**src/rtl/config_frame_pkg.sv**
```systemverilog
// Shared types and constants for the configuration frame decoder.
package config_frame_pkg;

  typedef enum logic [1:0] {
    HUNT = 2'd0,
    ADDR = 2'd1,
    DATA = 2'd2
  } state_e;

  localparam logic [31:0] SYNC_WORD = 32'hFAB0_FAB1;

  // Column field position inside an address word.
  localparam int unsigned COL_MSB = 31;
  localparam int unsigned COL_LSB = 24;

endpackage

```
**src/rtl/config_frame_decoder.sv**
```systemverilog
// Decodes the controller's word/strobe configuration stream into fabric frame
// data, a one-hot frame select and a one-cycle commit strobe.
module config_frame_decoder
  import config_frame_pkg::*;
#(
  parameter int unsigned NUMBER_OF_ROWS     = 4,
  parameter int unsigned NUMBER_OF_COLS     = 5,
  parameter int unsigned FRAME_BITS_PER_ROW = 32,
  parameter int unsigned MAX_FRAMES_PER_COL = 20,
  parameter int unsigned DESYNC_FLAG        = 20,
  parameter int unsigned FRAME_SELECT_WIDTH = 5
) (
  input  logic                                         clk_system_i,
  input  logic                                         reset_n_i,
  input  logic [31:0]                                  write_data_i,
  input  logic                                         write_strobe_i,
  output logic [NUMBER_OF_ROWS*FRAME_BITS_PER_ROW-1:0] frame_data_o,
  output logic [MAX_FRAMES_PER_COL*NUMBER_OF_COLS-1:0] frame_select_o,
  output logic                                         frame_strobe_o,
  output logic                                         synced_o,
  output logic                                         error_o
);

  localparam int unsigned DATA_W = NUMBER_OF_ROWS * FRAME_BITS_PER_ROW;
  localparam int unsigned SEL_W  = MAX_FRAMES_PER_COL * NUMBER_OF_COLS;
  localparam int unsigned IDX_W  = $clog2(SEL_W);
  localparam int unsigned CNT_W  = (NUMBER_OF_ROWS > 1) ? $clog2(NUMBER_OF_ROWS) : 1;
  localparam int unsigned COL_W  = COL_MSB - COL_LSB + 1;
  localparam int unsigned FRM_W  = FRAME_SELECT_WIDTH;

  state_e              state_q, state_d;
  logic [CNT_W-1:0]    cnt_q, cnt_d;
  logic [COL_W-1:0]    col_q, col_d;
  logic [FRM_W-1:0]    frm_q, frm_d;
  logic                valid_q, valid_d;
  logic [DATA_W-1:0]   data_d;
  logic [SEL_W-1:0]    sel_d;
  logic                strobe_d, synced_d, error_d;

  logic [COL_W-1:0]    addr_col;
  logic [FRM_W-1:0]    addr_frm;
  logic                addr_ok;
  logic [IDX_W-1:0]    commit_idx;
  logic [SEL_W-1:0]    commit_sel;

  // Address field decode and range check on the incoming word.
  assign addr_col = write_data_i[COL_MSB:COL_LSB];
  assign addr_frm = write_data_i[FRM_W-1:0];
  assign addr_ok  = (32'(addr_col) < NUMBER_OF_COLS) && (32'(addr_frm) < MAX_FRAMES_PER_COL);

  // Flat select index; only meaningful (and only used) for a range-checked frame.
  assign commit_idx = IDX_W'(col_q) * IDX_W'(MAX_FRAMES_PER_COL) + IDX_W'(frm_q);

  always_comb begin
    commit_sel = '0;
    for (int unsigned i = 0; i < SEL_W; i++) begin
      commit_sel[i] = (commit_idx == IDX_W'(i));
    end
  end

  always_ff @(posedge clk_system_i or negedge reset_n_i) begin
    if (!reset_n_i) begin
      state_q        <= HUNT;
      cnt_q          <= '0;
      col_q          <= '0;
      frm_q          <= '0;
      valid_q        <= 1'b0;
      frame_data_o   <= '0;
      frame_select_o <= '0;
      frame_strobe_o <= 1'b0;
      synced_o       <= 1'b0;
      error_o        <= 1'b0;
    end else begin
      state_q        <= state_d;
      cnt_q          <= cnt_d;
      col_q          <= col_d;
      frm_q          <= frm_d;
      valid_q        <= valid_d;
      frame_data_o   <= data_d;
      frame_select_o <= sel_d;
      frame_strobe_o <= strobe_d;
      synced_o       <= synced_d;
      error_o        <= error_d;
    end
  end

  always_comb begin
    state_d  = state_q;
    cnt_d    = cnt_q;
    col_d    = col_q;
    frm_d    = frm_q;
    valid_d  = valid_q;
    data_d   = frame_data_o;
    synced_d = synced_o;
    error_d  = error_o;
    strobe_d = 1'b0;
    sel_d    = '0;

    if (write_strobe_i) begin
      unique case (state_q)
        HUNT: begin
          if (write_data_i == SYNC_WORD) begin
            state_d  = ADDR;
            synced_d = 1'b1;
            error_d  = 1'b0;
          end
        end
        ADDR: begin
          // Desync wins over the range check.
          if (write_data_i[DESYNC_FLAG]) begin
            state_d  = HUNT;
            synced_d = 1'b0;
          end else begin
            col_d   = addr_col;
            frm_d   = addr_frm;
            valid_d = addr_ok;
            cnt_d   = '0;
            state_d = DATA;
            if (!addr_ok) begin
              error_d = 1'b1;
            end
          end
        end
        DATA: begin
          data_d = {frame_data_o[DATA_W-FRAME_BITS_PER_ROW-1:0], write_data_i};
          cnt_d  = cnt_q + CNT_W'(1);
          if (cnt_q == CNT_W'(NUMBER_OF_ROWS - 1)) begin
            state_d = ADDR;
            if (valid_q) begin
              strobe_d = 1'b1;
              sel_d    = commit_sel;
            end
          end
        end
        default: state_d = HUNT;
      endcase
    end
  end

endmodule

```
**config.mk**
```make
export PLATFORM = sky130hd
export DESIGN_NAME = config_frame_decoder
export DESIGN_NICKNAME = d
export VERILOG_FILES = /design/src/rtl/config_frame_pkg.sv /design/src/rtl/config_frame_decoder.sv
export SDC_FILE = /design/constraint.sdc
export NUM_CORES = 1
export LEC_CHECK = 0
export CORE_ASPECT_RATIO = 0.75
export CORE_UTILIZATION = 49
export CTS_BUF_LIST = sky130_fd_sc_hd__clkbuf_2 sky130_fd_sc_hd__clkbuf_4 sky130_fd_sc_hd__clkbuf_8
export DETAILED_ROUTE_END_ITERATION = 8
export PLACE_DENSITY = 0.82
export SYNTH_ARGS = -nofsm -noshare
export SYNTH_HDL_FRONTEND = slang
export SYNTH_SLANG_ARGS = --single-unit
```
**constraint.sdc**
```tcl
create_clock -name clk_system_i -period 2.8 [get_ports clk_system_i]
set_input_delay 0.28 -clock clk_system_i [delete_from_list [all_inputs] [get_ports clk_system_i]]
set_output_delay 0.28 -clock clk_system_i [all_outputs]
set_load 0.02 [all_outputs]
```
; ---- Yosys cells after proc, flatten, opt, wreduce, memory -nomap -nowiden
; Index checks and enable logic that the tools add are counted.
[classes]
add_sub_neg = 2
multipliers = 1
order_cmp = 2
n_eq_ne = 108
muxes = 21
bitwise = 1
reduce_logical = 11
[ops]
columns = operator, n
row1 = $mux W100, 4
row2 = $eq A7 B7 Y1 const B, 36
row3 = $eq A7 B6 Y1 const B, 32
row4 = $eq A7 B5 Y1 const B, 16
row5 = $eq A7 B4 Y1 const B, 8
row6 = $eq A32 B32 Y1 const B, 1
row7 = $eq A7 B3 Y1 const B, 4
row8 = $eq A7 B2 Y1 const B, 2
row9 = $ne A2 B2 Y1 const B, 5
row10 = $mux W1, 9
row11 = $reduce_and A3 Y1, 3
row12 = $lt A8 B3 Y1 const B, 1
row13 = $mux W2, 4
row14 = $add A7 B5 Y7, 1
row15 = $eq A7 B1 Y1 const B, 1
row16 = $logic_not A7 Y1, 1
row17 = $mul A7 B3 Y5 const B, 1
row18 = $pmux W2 S3, 1
row19 = $lt A5 B5 Y1 const B, 1
row20 = $reduce_and A5 Y1, 1
row21 = $eq A2 B2 Y1 const B, 2
row22 = $pmux W1 S2, 2
row23 = $pmux W2 S2, 1
row24 = $reduce_and A4 Y1, 1
row25 = other kinds (7), 8
[word_totals]
regBits = 248
in_bits = 35
wordCells = 156

; ---- Longest topological paths before layout
; Gate-level depths: netlist of the first run.
[depth]
word_depth = 7
ltp_mapped = 8
ltp_nobuf = 7

; ---- Least setup slack after synthesis of the first run
; OpenSTA, ideal clock, no wires.
[synth_timing]
path_type = register -> register
start = register col_q[1]
end = register frame_select_o[47]
arrival_ns = 2.130
t_required_ns = 2.725
path_slack_ns = 0.596
stages_incl_launch_ff = 9
synth_period_minus_slack_ns = 2.204
path_cell_list = dfrtp_1 > ha_1 > ha_1 > xnor2_2 > xnor3_1 > nor3_2 > o21ai_2 > buf_6 > nor2_1
[synth_between]
elab_chain_len = 7
[synth_lines]
columns = item, line
row1 = start: declaration, config_frame_decoder.sv:33  ; logic [COL_W-1:0] col_q, col_d;
row2 = start signal: assignment, config_frame_decoder.sv:76  ; col_q <= col_d;
row3 = $mul A7 B3 Y5, config_frame_decoder.sv:52  ; assign commit_idx = IDX_W'(col_q) * IDX_W'(MAX_FRAMES_PER_COL) + IDX_W'(frm_q);
row4 = $add A7 B5 Y7, config_frame_decoder.sv:52
row5 = $eq A7 B6 Y1, config_frame_decoder.sv:57  ; commit_sel[i] = (commit_idx == IDX_W'(i));
row6 = $mux W100, config_frame_decoder.sv:129  ; if (valid_q) begin
row7 = $mux W100, config_frame_decoder.sv:127  ; if (cnt_q == CNT_W'(NUMBER_OF_ROWS - 1)) begin
row8 = $mux W100, config_frame_decoder.sv:100  ; unique case (state_q)
row9 = $mux W100, config_frame_decoder.sv:99  ; if (write_strobe_i) begin
row10 = named net sel_d[47], config_frame_decoder.sv:37  ; logic [SEL_W-1:0] sel_d;
row11 = end signal: assignment, config_frame_decoder.sv:80  ; frame_select_o <= sel_d;
row12 = end: declaration, config_frame_decoder.sv:18  ; output logic [MAX_FRAMES_PER_COL*NUMBER_OF_COLS-1:0] frame_select_o,
; The timed path passes the listed nets, and every way through them passes these cells.
; A chain may end at the register's enable or synchronous reset.

; ---- Worst setup path after layout of the first run
[layout_timing]
start = register col_q[0]
end = register frame_select_o[41]
; The elaborated chain is that of the path after synthesis.

==> results of run 1 <==
[power groups by stage]
stage / registers [W] / clock network (W) / logic [W]
global route: 0.00521 / 0.00343 / 0.00660
finish: 0.00510 / 0.00319 / 0.00612
detailed placement: 0.00515 / 0 / 0.00607
global placement: 0.00511 / 0 / 0.00593
floorplan: 0.00592 / 0 / 0.00268
CTS: 0.00509 / 0.00326 / 0.00611
[logic make-up after synthesis]
group	Yosys count
AND/OR/NAND/NOR	577
buffers and inverters	47
XOR/XNOR	7
adder cells (fa/ha/maj)	9
flip-flops	246
AO/OA/AOI/OAI	26
[sequential cells by signal (all words and copies together) (netlist names)]
register,flops
frame_data_o,128
frame_select_o,100
col_q,5
frm_q,5
cnt_q,2
state_q,2
error_o,1
frame_strobe_o,1
synced_o,1
valid_q,1
[critical path, cell delays in order (launching register included)]
cell	delay (ps)
sky130_fd_sc_hd__dfrtp_1	400
sky130_fd_sc_hd__ha_1	260
sky130_fd_sc_hd__fa_1	460
sky130_fd_sc_hd__a21oi_1	280
sky130_fd_sc_hd__xnor3_1	230
sky130_fd_sc_hd__nor3_2	70
sky130_fd_sc_hd__o21ai_2	640
sky130_fd_sc_hd__nor2_1	120
[cell type report]
type,instances,area (µm²)
Multi-Input combinational cell,619,2730
Tap cell,242,303
Inverter,3,11.3
Clock buffer,64,781
Sequential cell,246,6160
Timing Repair Buffer,277,2800
Fill cell,1304,5040
Clock inverter,4,45.0
[placed cells by master (no fill, tap or decap), types with 8 or more instances in the layout]
cell type                         count
sky130_fd_sc_hd__nor3_1              36
sky130_fd_sc_hd__nand4_1              9
sky130_fd_sc_hd__clkdlybuf4s50_1    264
sky130_fd_sc_hd__dfrtp_1            246
sky130_fd_sc_hd__ha_1                 8
sky130_fd_sc_hd__nor2_1              76
sky130_fd_sc_hd__clkbuf_8            48
sky130_fd_sc_hd__nand2_1            428
sky130_fd_sc_hd__nand3_1              8
sky130_fd_sc_hd__clkbuf_4            16
[metrics by stage]
stage | setup WS (ps) | cell area (µm²) | hold WS, ps
floorplan | 596 | 9060 | -15.6
global placement | 383 | 12000 | 327
detailed placement | 233 | 12000 | 317
CTS | 229 | 12800 | 299
global route | -2.01 | 12800 | 336
finish | 187 | 12800 | 324
[path summary, 6_finish.rpt]
path | start | to | slack [ps]
max | col_q[0] | frame_select_o[41] | 190
min reg2reg | frame_data_o[116] | frame_data_o[116] | 470
min in group asynchronous | reset_n_i | frame_data_o[112] | 370
min | write_data_i[10] | frame_data_o[10] | 320
max in group asynchronous | reset_n_i | frame_data_o[71] | 1630
max reg2reg | col_q[0] | frame_select_o[41] | 190
[per-layer routing]
metal / up-vias / GRT usage, %
met4: 0 / 9.13
met2: 305 / 41.3
met5: - / 0
li1: 3410 / -
met3: 54 / 5.67
met1: 3640 / 37.9
[repair_timing]
action / in CTS / in global routing
endpoints found under the setup margin: 0 / 1
endpoints found under the hold margin: 82 / 0
hold buffers: 1 / 0
==> impl_metrics.json, run 1 <==
{
  "outcome": "finished, final reports clean",
  "synth_top_area_share_pct": 67.9,
  "met3RoutedLength_um": 1580,
  "drt_iter0_drc": 739,
  "yosysWarnings": 0,
  "setup_viol_count_final": 0,
  "synth-seq-area-share_pct": 67.9,
  "post_route_utilization_pct": 71.8,
  "grt_first_pass_wirelength_um": 39800,
  "hold-path-cell-count": 3,
  "cap_viol_max_count": 0,
  "final.min_clock_period_ps": 2610,
  "post_synth_and_or_nand_nor_area_fraction_pct": 25.7,
  "initial_core_util_pct": 50.7,
  "clkSinkCount": 246,
  "root_buf_cell": "sky130_fd_sc_hd__clkbuf_8",
  "hold_viol_final": 0,
  "global_route.usage.total_pct": 26.7,
  "switching_power_w": 0.00587,
  "slew_headroom_pct": 47.3,
  "worst_setup_path_start_kind": "flip-flop",
  "num_rows": 42,
  "drt_pass1_iterations": 5,
  "post_synth_xor_area_fraction_pct": 0.994,
  "synthFlopType": "sky130_fd_sc_hd__dfrtp_1",
  "fmax_ghz": 0.383,
  "timing_max_transition_violations_final": 0,
  "post_route_cells_drive_above_1_share_pct": 7.42,
  "synth_fa_ha_area_share_pct": 1.33,
  "critical_path_peak_fanout": 16,
  "ios": 266,
  "synthDominantAreaCellType": "sky130_fd_sc_hd__dfrtp_1",
  "via_count": 7409,
  "final_net_count": 1230,
  "ir_worst_vdd_mv": 0.939,
  "p_leak_nw": 6.24,
  "critical_path_arrival_ps": 2970,
  "placed_cells_incl_taps": 1386,
  "global_route.overflow_total": 0,
  "drc": 0,
  "clock-skew-final_ps": 18.9,
  "wl_per_cell_um": 16.9,
  "worstHoldPathType": "in -> reg",
  "ctsLongestPathBuffers": 3,
  "internal-power_w": 0.00853,
  "clkTransAtPathRegs_ps": 60,
  "layout.cells.non_filler": 1455,
  "finalSetupTns_ps": 0,
  "cts_inserted_buffers": 39,
  "synth_fp_nets": 956,
  "post_cts_buffers": 0,
  "critPathKind": "reg -> reg",
  "cts_tree": "yes",
  "place_hpwl_um": 16800,
  "synth-compound-area-share_pct": 1.88,
  "largest_net_degree_at_the_start_of_global_routing": 131,
  "yosysUniqueCellTypes": 42,
  "grt_setup_unrepaired": "true",
  "antenna_violating_nets_post_route": 0,
  "number_of_enable_flip_flop_cells_after_synthesis": 0,
  "yosysMostFrequentCell": "sky130_fd_sc_hd__nand2_1",
  "synth_commonest_cells": "sky130_fd_sc_hd__nand2_1 (428), sky130_fd_sc_hd__dfrtp_1 (246), sky130_fd_sc_hd__nor2_1 (76), sky130_fd_sc_hd__nor3_1 (36), sky130_fd_sc_hd__clkbuf_1 (34)",
  "syn-cell-area_um2": 9060,
  "synth_cells": 912,
  "route.final.wire_length_um": 24600,
  "muxShareOfSynthArea_pct": 0,
  "switching_share_pct": 40.8,
  "power_total_w": 0.0144,
  "yosys_register_bits": 246,
  "dominant_combinational_cell_family_by_area_after_synthesis": "simple AND/OR/NAND/NOR gates",
  "async_flop_share_pct": 100,
  "logic_gate_share_of_total_power_pct": 42.5,
  "number_of_antenna_violations_at_the_first_check_in_global_routing": 0,
  "timing_worst_slew_pin_value_ps": 791,
  "largest_cells_by_area_after_synthesis": "sky130_fd_sc_hd__dfrtp_1 (68%), sky130_fd_sc_hd__nand2_1 (18%), sky130_fd_sc_hd__nor2_1 (3.1%), sky130_fd_sc_hd__nor3_1 (2.0%), sky130_fd_sc_hd__clkbuf_1 (1.4%)",
  "placeable_core_region_um2": 17900,
  "cp-end-kind": "flip-flop",
  "num_antenna_cells": 0,
  "buffer_ports.inserted": 265,
  "pwr-share-seq_pct": 35.4,
  "post_cts_resized": 0,
  "maxUsedRoutingLayer": "met4",
  "wl_met2_um": 11500,
  "reg2reg_depth": 7,
  "first_global_vias": 7371,
  "synthToLayoutAreaGrowth_pct": 41.5,
  "final.period_utilization_pct": 93.3,
  "drt-met1-wl_um": 10900,
  "htree_levels": 2,
  "area_of_the_die_um2": 19000,
  "routed_via_density": 5.09,
  "p_clk_share_pct": 22.2,
  "syn-mean-instance-area_um2": 9.94,
  "worst_skew_pair_later_pin_latency_ps": 510,
  "gp_congestion": 0.894,
  "overall_die_height_um": 120,
  "die_w_um": 159,
  "powerDensity_nw_per_um2": 1120,
  "critPathRequiredTime_ps": 3160
}
No activity file was read; power rests on OpenSTA's default activity.
==> run 2, diff against run 1 <==
==> constraint.sdc (replaced) <==
create_clock -name clk_system_i -period 2.8 [get_ports clk_system_i]
set_input_delay 0.56 -clock clk_system_i [delete_from_list [all_inputs] [get_ports clk_system_i]]
set_output_delay 0.56 -clock clk_system_i [all_outputs]
set_load 0.02 [all_outputs]
==> run 2 against run 1 <==
Compared with the run above: non-clock buffer count increased by 8; setup slack got worse by 48 ps; maximum frequency decreased by 1.8%; combinational power increased by 6.4%; worst hold slack improved by 150 ps; sequential power about the same; critical path depth decreased by 1; die area unchanged; first-iteration DRC count decreased by 12%; cell area decreased by 0.21%.
==> impl_metrics.json, run 2 (synthesis results as in run 1) <==
{
  "critPathRequiredTime_ps": 3210,
  "placeable_core_region_um2": 17900,
  "critical_path_arrival_ps": 3070,
  "ir_worst_vdd_mv": 0.826,
  "ctsLongestPathBuffers": 3,
  "timing_max_transition_violations_final": 0,
  "antenna_violating_nets_post_route": 0,
  "overall_die_height_um": 120,
  "powerDensity_nw_per_um2": 1120,
  "final.min_clock_period_ps": 2660,
  "drt_iter0_drc": 652,
  "cts_tree": "yes",
  "initial_core_util_pct": 50.7,
  "drt_pass1_iterations": 6,
  "p_leak_nw": 6.21,
  "htree_levels": 2,
  "area_of_the_die_um2": 19000,
  "place_hpwl_um": 16700,
  "grt_first_pass_wirelength_um": 39400,
  "first_global_vias": 7430,
  "outcome": "finished, final reports clean",
  "ios": 266,
  "synthToLayoutAreaGrowth_pct": 41.2,
  "buffer_ports.inserted": 265,
  "finalSetupTns_ps": 0,
  "root_buf_cell": "sky130_fd_sc_hd__clkbuf_8",
  "post_cts_buffers": 0,
  "final.period_utilization_pct": 95.0,
  "slew_headroom_pct": 49.4,
  "die_w_um": 159,
  "worst_skew_pair_later_pin_latency_ps": 520,
  "cap_viol_max_count": 0,
  "largest_net_degree_at_the_start_of_global_routing": 131,
  "most-common-layout-cells": "sky130_fd_sc_hd__nand2_1 (428), sky130_fd_sc_hd__clkdlybuf4s50_1 (264), sky130_fd_sc_hd__dfrtp_1 (246)",
  "global_route.overflow_total": 0,
  "critical-path-slowest-cell": "sky130_fd_sc_hd__fa_1",
  "top_regs": "frame_data_o x128, frame_select_o x100",
  "via_count": 7467,
  "critical-path-max-stage-delay_ps": 690,
  "routed_via_density": 5.14,
  "largest_register_ff_count": 128,
  "timing_worst_slew_pin_value_ps": 753,
  "post_route_utilization_pct": 71.6,
  "placed_cells_incl_taps": 1394,
  "route.final.wire_length_um": 24600,
  "layout_commonest_cell": "sky130_fd_sc_hd__nand2_1",
  "cts_inserted_buffers": 38,
  "fmax_ghz": 0.376,
  "hold_viol_final": 0,
  "top_register": "frame_data_o",
  "final_net_count": 1238,
  "layout.cells.non_filler": 1452,
  "post-route-worst-setup-slack_ps": 139,
  "clkTransAtPathRegs_ps": 60,
  "drc": 0,
  "wl_per_cell_um": 17.0,
  "critPathKind": "reg -> reg",
  "global_route.usage.total_pct": 26.4,
  "number_of_antenna_violations_at_the_first_check_in_global_routing": 0,
  "path_cells": "buf_4 > ha_1 > fa_1 > nand4_1 > or4b_1 > nor3_1",
  "clock-skew-final_ps": 23.6,
  "post_route_cells_drive_above_1_share_pct": 7.36,
  "worstHoldPathType": "reg -> reg",
  "cp-end-kind": "flip-flop",
  "num_rows": 42,
  "place_worst_setup_slack_ps": -104,
  "setup_viol_count_final": 0,
  "clkSinkCount": 246,
  "worst_setup_path_start_kind": "flip-flop",
  "num_antenna_cells": 0,
  "grt_setup_unrepaired": "false",
  "power_total_w": 0.0144,
  "gp_congestion": 0.876,
  "critical_path_peak_fanout": 7
}
[run 2: final cells by class]
cell class / count / area (µm²)
fill: 1311 / 5070
multi-input combinational: 620 / 2770
timing repair buffer: 285 / 2870
sequential: 246 / 6160
inverter: 3 / 11.3
clock inverter: 4 / 25.0
clock buffer: 52 / 653
tap: 242 / 303
[run 2: worst max-delay path: cells and delay by family (launching register included)]
kind	cells	cell delay, ps
simple gates	3	1110
fa+ha+maj	2	930
flops	1	390
buf+inv	1	140
[run 2: power by group]
part | leakage, nW | switching (W) | internal [W] | total (W)
Sequential | 3.29 | 0.000687 | 0.00440 | 0.00509
Combinational | 2.57 | 0.00405 | 0.00246 | 0.00651
Clock | 0.356 | 0.00129 | 0.00149 | 0.00277
[run 2: per-layer routing]
metal	share of wire [%]	wire length (µm)	global-route usage, %
met3	7.6	1860	6.01
met2	46	11400	41.3
met4	3.7	909	11.5
met5	0	0	0
met1	43	10500	35.6
[run 2: what timing repair did]
action,in CTS,in global routing
gates cloned,0,1
pin swaps,0,1
endpoints found under the setup margin,26,41
resized for setup,3,4
endpoints found under the hold margin,55,0
hold buffers,1,0
[run 2: stage by stage]
step	hold slack [ps]	area [µm²]
after floorplan	264	9060
final	469	12800
after global routing	505	12800
after CTS	476	12800
after detailed placement	461	12100
after global placement	457	12100
[run 2: worst paths after layout]
kind / from / to / slack (ps) / cells past startpoint
max: col_q[0] / frame_select_o[26] / 140 / 6
min: frame_data_o[127] / frame_data_o[127] / 470 / 2
max reg2reg: col_q[0] / frame_select_o[26] / 140 / 6
min reg2reg: frame_data_o[127] / frame_data_o[127] / 470 / 2
max in group asynchronous: reset_n_i / frame_select_o[80] / 1460 / 3
min in group asynchronous: reset_n_i / frame_select_o[51] / 580 / 2
